$ cat src/rtl/round_timer.sv
// round_timer: per-round countdown for the guessing game.
// A prescaler turns clk into one-second ticks. The round time is loaded by difficulty.
// The timer supports hold (pause), wrong-guess penalties and expiry reporting.
module round_timer #(
    parameter int unsigned TICK_DIV  = 50_000_000,
    parameter int unsigned CNT_W     = 7,
    parameter int unsigned T_LVL1    = 30,
    parameter int unsigned T_LVL2    = 60,
    parameter int unsigned T_LVL3    = 90,
    parameter int unsigned PENALTY   = 5,
    parameter int unsigned WARN_SECS = 10
) (
    input  logic             clk,
    input  logic             restart,
    input  logic             start,
    input  logic [1:0]       max_digit,
    input  logic             hold,
    input  logic             penalty,
    output logic [CNT_W-1:0] seconds_left,
    output logic [3:0]       sec_tens,
    output logic [3:0]       sec_ones,
    output logic             running,
    output logic             paused,
    output logic             expired,
    output logic             timeout_pulse,
    output logic             warn
);

    localparam int unsigned PS_W  = (TICK_DIV > 1) ? $clog2(TICK_DIV) : 1;
    localparam int unsigned EXT_W = CNT_W + 1;

    typedef enum logic [1:0] {
        S_IDLE    = 2'd0,
        S_RUN     = 2'd1,
        S_PAUSED  = 2'd2,
        S_EXPIRED = 2'd3
    } state_e;

    state_e            state_q, state_d;
    logic [CNT_W-1:0]  secs_q, secs_d;
    logic [PS_W-1:0]   ps_q, ps_d;
    logic              tpulse_q, tpulse_d;

    logic              tick_c;
    logic              start_ok_c;
    logic [CNT_W-1:0]  load_c;
    logic [EXT_W-1:0]  secs_ext_c;
    logic [EXT_W-1:0]  dec_c;

    // Tick, load value and decrement amount for the current cycle
    always_comb begin
        tick_c     = (ps_q == PS_W'(TICK_DIV - 1));
        start_ok_c = start && (max_digit != 2'd0);
        case (max_digit)
            2'd1:    load_c = CNT_W'(T_LVL1);
            2'd2:    load_c = CNT_W'(T_LVL2);
            2'd3:    load_c = CNT_W'(T_LVL3);
            default: load_c = '0;
        endcase
        secs_ext_c = {1'b0, secs_q};
        dec_c      = (tick_c  ? EXT_W'(1)       : EXT_W'(0))
                   + (penalty ? EXT_W'(PENALTY) : EXT_W'(0));
    end

    // Next-state and next-count logic; start overrides everything but restart
    always_comb begin
        state_d  = state_q;
        secs_d   = secs_q;
        ps_d     = ps_q;
        tpulse_d = 1'b0;
        if (start_ok_c) begin
            secs_d  = load_c;
            ps_d    = '0;
            state_d = hold ? S_PAUSED : S_RUN;
        end else begin
            case (state_q)
                S_RUN: begin
                    if (hold) begin
                        state_d = S_PAUSED;
                    end else begin
                        ps_d = tick_c ? '0 : ps_q + PS_W'(1);
                        if (secs_ext_c <= dec_c) begin
                            secs_d   = '0;
                            state_d  = S_EXPIRED;
                            tpulse_d = 1'b1;
                        end else begin
                            secs_d = CNT_W'(secs_ext_c - dec_c);
                        end
                    end
                end
                S_PAUSED: begin
                    if (!hold) state_d = S_RUN;
                end
                default: begin
                    secs_d = '0;
                end
            endcase
        end
    end

    // State, count, prescaler and pulse registers with synchronous restart
    always_ff @(posedge clk) begin
        if (restart) begin
            state_q  <= S_IDLE;
            secs_q   <= '0;
            ps_q     <= '0;
            tpulse_q <= 1'b0;
        end else begin
            state_q  <= state_d;
            secs_q   <= secs_d;
            ps_q     <= ps_d;
            tpulse_q <= tpulse_d;
        end
    end

    // Output decode straight from registers
    always_comb begin
        seconds_left  = secs_q;
        sec_tens      = 4'(secs_q / CNT_W'(10));
        sec_ones      = 4'(secs_q % CNT_W'(10));
        running       = (state_q == S_RUN);
        paused        = (state_q == S_PAUSED);
        expired       = (state_q == S_EXPIRED);
        timeout_pulse = tpulse_q;
        warn          = ((state_q == S_RUN) || (state_q == S_PAUSED))
                        && (secs_q != '0) && (secs_q <= CNT_W'(WARN_SECS));
    end

endmodule

$ cat config.mk
export PLATFORM = sky130hd
export DESIGN_NAME = round_timer
export DESIGN_NICKNAME = d
export VERILOG_FILES = /design/src/rtl/round_timer.sv
export SDC_FILE = /design/constraint.sdc
export NUM_CORES = 1
export LEC_CHECK = 0
export CORE_UTILIZATION = 58
export DETAILED_ROUTE_END_ITERATION = 6
export DONT_BUFFER_PORTS = 1
export GPL_ROUTABILITY_DRIVEN = 0
export PLACE_DENSITY = 0.72
export SLEW_MARGIN = 20
export SYNTH_ARGS = -nofsm -noshare
export SYNTH_HDL_FRONTEND = slang
export SYNTH_SLANG_ARGS = --single-unit
$ cat constraint.sdc
create_clock -name clk -period 4.25 [get_ports clk]
set_input_delay 0.425 -clock clk [delete_from_list [all_inputs] [get_ports clk]]
set_output_delay 0.425 -clock clk [all_outputs]
set_load 0.01 [all_outputs]
==> results of run 1 <==
## Yosys cell counts (all sizes together) (2+ instances only)
cell type	count	area share, %
nor4	4	1.0
a211oi	4	1.2
nor2	39	5.8
and4	3	1.1
a211o	2	0.70
and2	3	0.80
or3	4	1.0
nor3b	2	0.60
nor2b	8	2.0
nand4	7	1.7
nand3	16	3.7
o211ai	3	0.90
o21a	2	0.60
o21ai	19	3.8
nand3b	2	0.60
xnor2	6	2.1
nand2	21	3.1
buf	5	1.2
or4	2	0.90
ha	15	7.5
a31oi	5	1.2
o41ai	3	1.0
o22ai	2	0.50
inv	15	2.2
a21oi	22	4.4
a221oi	5	1.7
and3	4	1.0
dfxtp	36	29
nor3	6	1.2
clkbuf	11	1.6
nand2b	7	1.7
xor2	16	5.6
## stage by stage
stage / utilization (%) / hold slack [ns] / cells / setup slack [ns] / total power [uW]
after floorplan: - / 0.4525 / 320 / 1.049 / 495.9
after global placement: 61.51 / 0.4686 / 356 / 0.8752 / 524.1
after detailed placement: 61.51 / 0.4848 / 356 / 0.7800 / 524.5
after CTS: 63.72 / 0.1923 / 364 / 0.6472 / 772.1
after global routing: 63.72 / 0.1900 / 364 / 0.3620 / 809.5
final: 63.72 / 0.2030 / 364 / 0.6844 / 765.5
## cells by family after synthesis
| kind of cell | Yosys count |
|---|---|
| simple gates | 135 |
| compound gates | 78 |
| flops | 36 |
| buf+inv | 32 |
| xor+xnor | 22 |
| fa+ha+maj | 16 |
| mux | 1 |
## metal layers
layer	share of wire (%)	wire length (microns)	GRT usage, %
met5	0	0	0
met1	47	2449	29.91
met4	1.3	66	8.594
met3	4.0	208	6.250
met2	48	2532	40.97
## state kept, by name, summed over array words and instances (netlist names)
register       cells
timeout_pulse      1
seconds_left       7
ps_q              26
state_q            2
## report_power, final
group | switching, uW | internal [uW]
Clock | 115 | 132
Combinational | 98.1 | 58.8
Sequential | 16.8 | 344
## worst max path at each step
stage	start	endpoint	slack, ns	depth (start not counted)
after floorplan	ps_q[3]	state_q[0]	1.05	13
after global placement	ps_q[7]	state_q[0]	0.88	13
after detailed placement	ps_q[16]	state_q[0]	0.78	13
after CTS	seconds_left[5]	sec_ones[2]	0.65	8
after global routing	seconds_left[5]	sec_ones[2]	0.36	8
final	seconds_left[5]	sec_ones[2]	0.68	8
## final cells by class
| type | instances | area [sq um] | share of cell area, % |
|---|---|---|---|
| multi-input cells | 252 | 1652 | 63.43 |
| flip-flops and latches | 36 | 720.7 | 27.68 |
| clock buffers | 8 | 90.09 | 3.460 |
| well taps | 50 | 62.56 | 2.403 |
| inverters | 15 | 56.30 | 2.162 |
| repair buffers | 3 | 22.52 | 0.8650 |
==> key figures, run 1 <==
CTS
  – Clk slew on worst S/H paths: 0.07 ns
  – Gates resized, CTS repair: 0
  – Hold buffer count at cts: 0
  – CTS Buffer Depth: 2
  – Number of H-tree levels: 2
  – Setup bufs post-CTS: 0
  – Clk_lat worst skew: 0.28 ns
  – TritonCTS clock tree: yes
  – Cts bufs inserted: 5
  – Clock Tree Root: clkbuf_8
  – Total clock sinks: 36

Logic synthesis
  – Synth warn: 0
  – Main combinational cell family by area after synthesis: simple AND/OR/NAND/NOR gates
  – Post-Synth Simple-Gate Area: 29.06%
  – Asr flop ratio synth: 0%
  – Complex-gate fraction of the synthesized area: 20.39%
  – Area of the mapped netlist: 0.002510 sq mm
  – #FFs+latches synth: 36
  – Mean Syn Cell Area: 7.843 sq um
  – Post-synthesis mux area share: 0.3988%
  – Syn Nets: 343
  – Cells after Synth: 320
  – Top FF cell, synth: dfxtp_1
  – Sequential area share after synthesis: 28.71%
  – EDFF count, synth: 0
  – Netlist cell types: 58
  – Post-Synth XOR/XNOR Area: 7.677%
  – Synth Area in Adders: 8.275%

Final layout
  – Share of cells above drive strength 1: 6.051%
  – Most frequent cells in the layout: nor2_1, dfxtp_1, a21oi_1
  – Most common cell after layout, fill and taps aside: nor2_1
  – Design area: 0.002604 sq mm
  – Fill count: 375
  – Synthesis-to-finish area growth: 3.739%
  – Ant. Diodes: 0
  – NumNets Final: 336

Run
  – Max Cap Viol: 0

Placement
  – DP HPWL: 3843 microns
  – DP Area: 0.002514 sq mm
  – Port Buffers: 0

Worst setup path
  – FF-to-FF path depth: 13
  – Cells along the critical path: nand2b_1 -> xnor2_1 -> a221oi_1 -> ha_1 -> o41ai_1 -> o211ai_1 -> nand3_1 -> mux2i_1
  – Critical path peak fanout: 17
  – Worst Setup End Kind: primary output
  – Type of origin of the critical path: flip-flop
  – Critical path required time: 3.83 ns
  – Buffers & Inverters on Critical Path: 0
  – Critical path class: flip-flop to primary output
  – FF-to-FF Start: ps_q[3]
  – FF-to-FF End: state_q[0]
  – Register-to-register setup slack: 0.74 ns
  – Critical Path AT: 3.14 ns
  – Crit path max-delay family: compound AO/OA/AOI/OAI gates
  – CP max stage delay: 0.67 ns
  – Slowest CP cell: dfxtp_1

Status
  – Outcome: completed

Floorplanning
  – Die Y: 67.79 microns
  – DIE AREA: 0.004595 sq mm
  – Initial core utilization: 61.42%
  – CORE AREA: 0.004086 sq mm
  – Cell row count: 23
  – Io pins: 27
  – Die width: 67.79 microns

Power and ir drop
  – Power Density: 294.0 mW/mm^2
  – Leakage: 0.0009219 uW
  – Peak VDD IR: 0.2320 mV

Min path
  – Hold/Removal Path Class: input port to flip-flop
  – Critical hold path startpoint: restart
  – Min-Delay Endpoint: seconds_left[1]
  – Worst hold stages: 1

Route
  – Pre-Repair DR Iteration Count: 4
  – Post-route ant nets: 0
  – Iteration-0 DRC count of the detailed router: 155
  – WL per Instance: 14.44 microns
  – DR vias: 2,183
  – Final WL: 5256 microns
  – Drt drc: 0
  – Vias per Instance: 5.997

STA
  – Final Setup Violations: 0
  – FMAX: 0.2805 GHz
  – Period utilization: 83.90%
  – Minimum clock period: 3.566 ns
  – Worst-margin pin slew: 1.036 ns
  – Max_slew headroom: 30.01%
  – Setup TNS: 0 ns
  – Clock Skew: 0.002723 ns
  – Hold Fails Final Rpt: 0
  – RSZ-0062 raised after global routing: false
  – Slew Limit Fails: 0

GRT
  – First-pass GRT wire length: 8459 microns
  – Largest net degree at the start of global routing: 22
  – Initial antenna violation count: 0
  – Gr usage total: 24.41%
  – Vias in the first global route: 1,879
  – Gr ovfl total: 0
(Power assumes the default switching activity.)
==> inputs of run 2 (changes only) <==
- CORE_UTILIZATION: 58 -> 57
- PLACE_DENSITY: 0.72 -> 0.73
- clock period: 4.25 -> 3 ns (I/O delays scaled with it)
==> run 2 against run 1 <==
  * The flow now finishes with violations (negative setup slack)
  * Clock skew up 0.0076 ns
  * Die area is 1.7% higher
  * Via count increased by 14%
  * Cell count rose by 13%
  * Total power grew 61%
  * Largest power group unchanged
  * Critical path depth is 5 higher
  * First-iteration DRC count fell by 25%
  * Worst setup slack worse by 0.73 ns
==> key figures, run 2 (synthesis results as in run 1) <==
Floorplanning
  – Initial core utilization: 60.99%
  – Cell row count: 23
  – DIE AREA: 0.004672 sq mm
  – Die Y: 68.36 microns
  – Die width: 68.36 microns
  – Io pins: 27
  – CORE AREA: 0.004115 sq mm

Worst setup path
  – Worst Setup End Kind: flip-flop
  – Critical path peak fanout: 6
  – CP max stage delay: 0.55 ns
  – Slowest CP cell: or4_4
  – Critical path class: flip-flop to flip-flop
  – Critical path required time: 3.22 ns
  – Type of origin of the critical path: flip-flop
  – Critical Path AT: 3.26 ns
  – Critical Path Most Common Cell: ha_4
  – Cells along the critical path: and4_4 -> nand3_2 -> or4_4 -> inv_2 -> ha_4 -> inv_4 -> ha_4 -> nor2b_1 -> o21a_1 -> o31ai_4 -> a21oi_4 -> a211o_1 -> a221oi_2

Status
  – Outcome: finished, violations left
  – Failing checks: negative setup slack

Route
  – Final WL: 6467 microns
  – DR vias: 2,497
  – Vias per Instance: 6.090
  – Iteration-0 DRC count of the detailed router: 117
  – Pre-Repair DR Iteration Count: 4
  – WL per Instance: 15.77 microns
  – Post-route ant nets: 0
  – Drt drc: 0

GRT
  – Vias in the first global route: 2,282
  – Largest net degree at the start of global routing: 16
  – First-pass GRT wire length: 10,030 microns
  – Gr usage total: 28.34%
  – Initial antenna violation count: 0
  – Gr ovfl total: 0

STA
  – Slew Limit Fails: 0
  – Period utilization: 101.6%
  – Final worst setup slack: -0.04732 ns
  – Hold Fails Final Rpt: 0
  – Minimum clock period: 3.047 ns
  – Worst-margin pin slew: 0.9371 ns
  – Final Setup Violations: 1
  – RSZ-0062 raised after global routing: true
  – FMAX: 0.3282 GHz
  – Max_slew headroom: 37.30%
  – Clock Skew: 0.01029 ns

Final layout
  – Top reg by flops: ps_q
  – Synthesis-to-finish area growth: 25.87%
  – Post-Layout Cell Count: 410
  – Most common cell after layout, fill and taps aside: buf_4
  – Largest register FFs: 26
  – Most frequent cells in the layout: buf_4, nor2_1, dfxtp_1
  – Final core occ: 76.77%
  – NumNets Final: 382
  – Ant. Diodes: 0
  – Share of cells above drive strength 1: 28.06%
  – Design area: 0.003159 sq mm

CTS
  – Number of H-tree levels: 2
  – Clk slew on worst S/H paths: 0.08 ns
  – CTS Buffer Depth: 2
  – TritonCTS clock tree: yes
  – Hold buffer count at cts: 0
  – Clk_lat worst skew: 0.29 ns
  – Clock Tree Root: clkbuf_8
  – Cts bufs inserted: 5
  – Total clock sinks: 36

Power and ir drop
  – Leakage: 0.001196 uW
  – Power Density: 389.3 mW/mm^2
  – Peak VDD IR: 0.2935 mV
  – Pwr Total: 1230 uW

Placement
  – DP HPWL: 4393 microns
  – DP Cell Count: 389
  – Port Buffers: 0
  – DP Area: 0.002815 sq mm

Run
  – Max Cap Viol: 0

Min path
  – Hold/Removal Path Class: input port to flip-flop
[run 2: cell types whose count changed in the layout (fill, tap and decap cells not counted), sizes merged]
cell      previous run  this run
buf                  3        49
bufinv               0         1
clkbuf               8         5
clkinv               0         1
clkinvlp             0         1
[run 2: routing by layer]
| metal | vias to the layer above | wire length (microns) | track usage (%) |
|---|---|---|---|
| li1 | 1227 | - | - |
| met1 | 1166 | 2647 | 33.53 |
| met2 | 82 | 3247 | 48.28 |
| met3 | 22 | 365 | 7.500 |
| met4 | 0 | 207 | 10.94 |
| met5 | - | 0 | 0 |
[run 2: where the power goes]
part           internal, uW  switching [uW]
clock network           246             181
logic                   121             172
registers               488            22.0
[run 2: final timing paths]
check / from / end / slack, ns / cells past startpoint
worst max-delay path: ps_q[15] / state_q[0] / -0.05 / 13
worst min-delay path: restart / state_q[0] / 0.06 / 1
worst max register to register: ps_q[15] / state_q[0] / -0.05 / 13
worst min register to register: ps_q[22] / ps_q[22] / 0.48 / 2
[run 2: metrics by stage]
stage	TNS (ns)	hold slack [ns]	setup WS, ns
3_3_place_gp	-0.03150	0.3734	-0.03150
6_report	-0.04732	0.05925	-0.04732
4_1_cts	0	0.06170	0.007309
2_1_floorplan	-0.06173	0.4112	-0.06173
5_1_grt	-0.7133	0.04916	-0.1755
3_5_place_dp	-0.2120	0.3761	-0.09873
[run 2: layout make-up]
type / instances / area (sq um)
Sequential cell: 36 / 733.2
Clock inverter: 3 / 42.54
Inverter: 15 / 58.81
Fill cell: 309 / 955.9
Timing Repair Buffer: 49 / 367.9
Tap cell: 50 / 62.56
Multi-Input combinational cell: 252 / 1826
Clock buffer: 5 / 68.82
[run 2: critical path: cells and delay by family (launching register included)]
kind / cells / cell delay [ns]
compound gates: 5 / 1.14
fa+ha+maj: 2 / 0.33
buf+inv: 2 / 0.11
flops: 1 / 0.34
simple gates: 4 / 1.03
[run 2: timing repair]
item                                    in CTS  in global routing
pin swaps                                    4                 19
endpoints found under the setup margin       8                 13
gates resized for setup                      4                 27
setup buffers                                9                  5
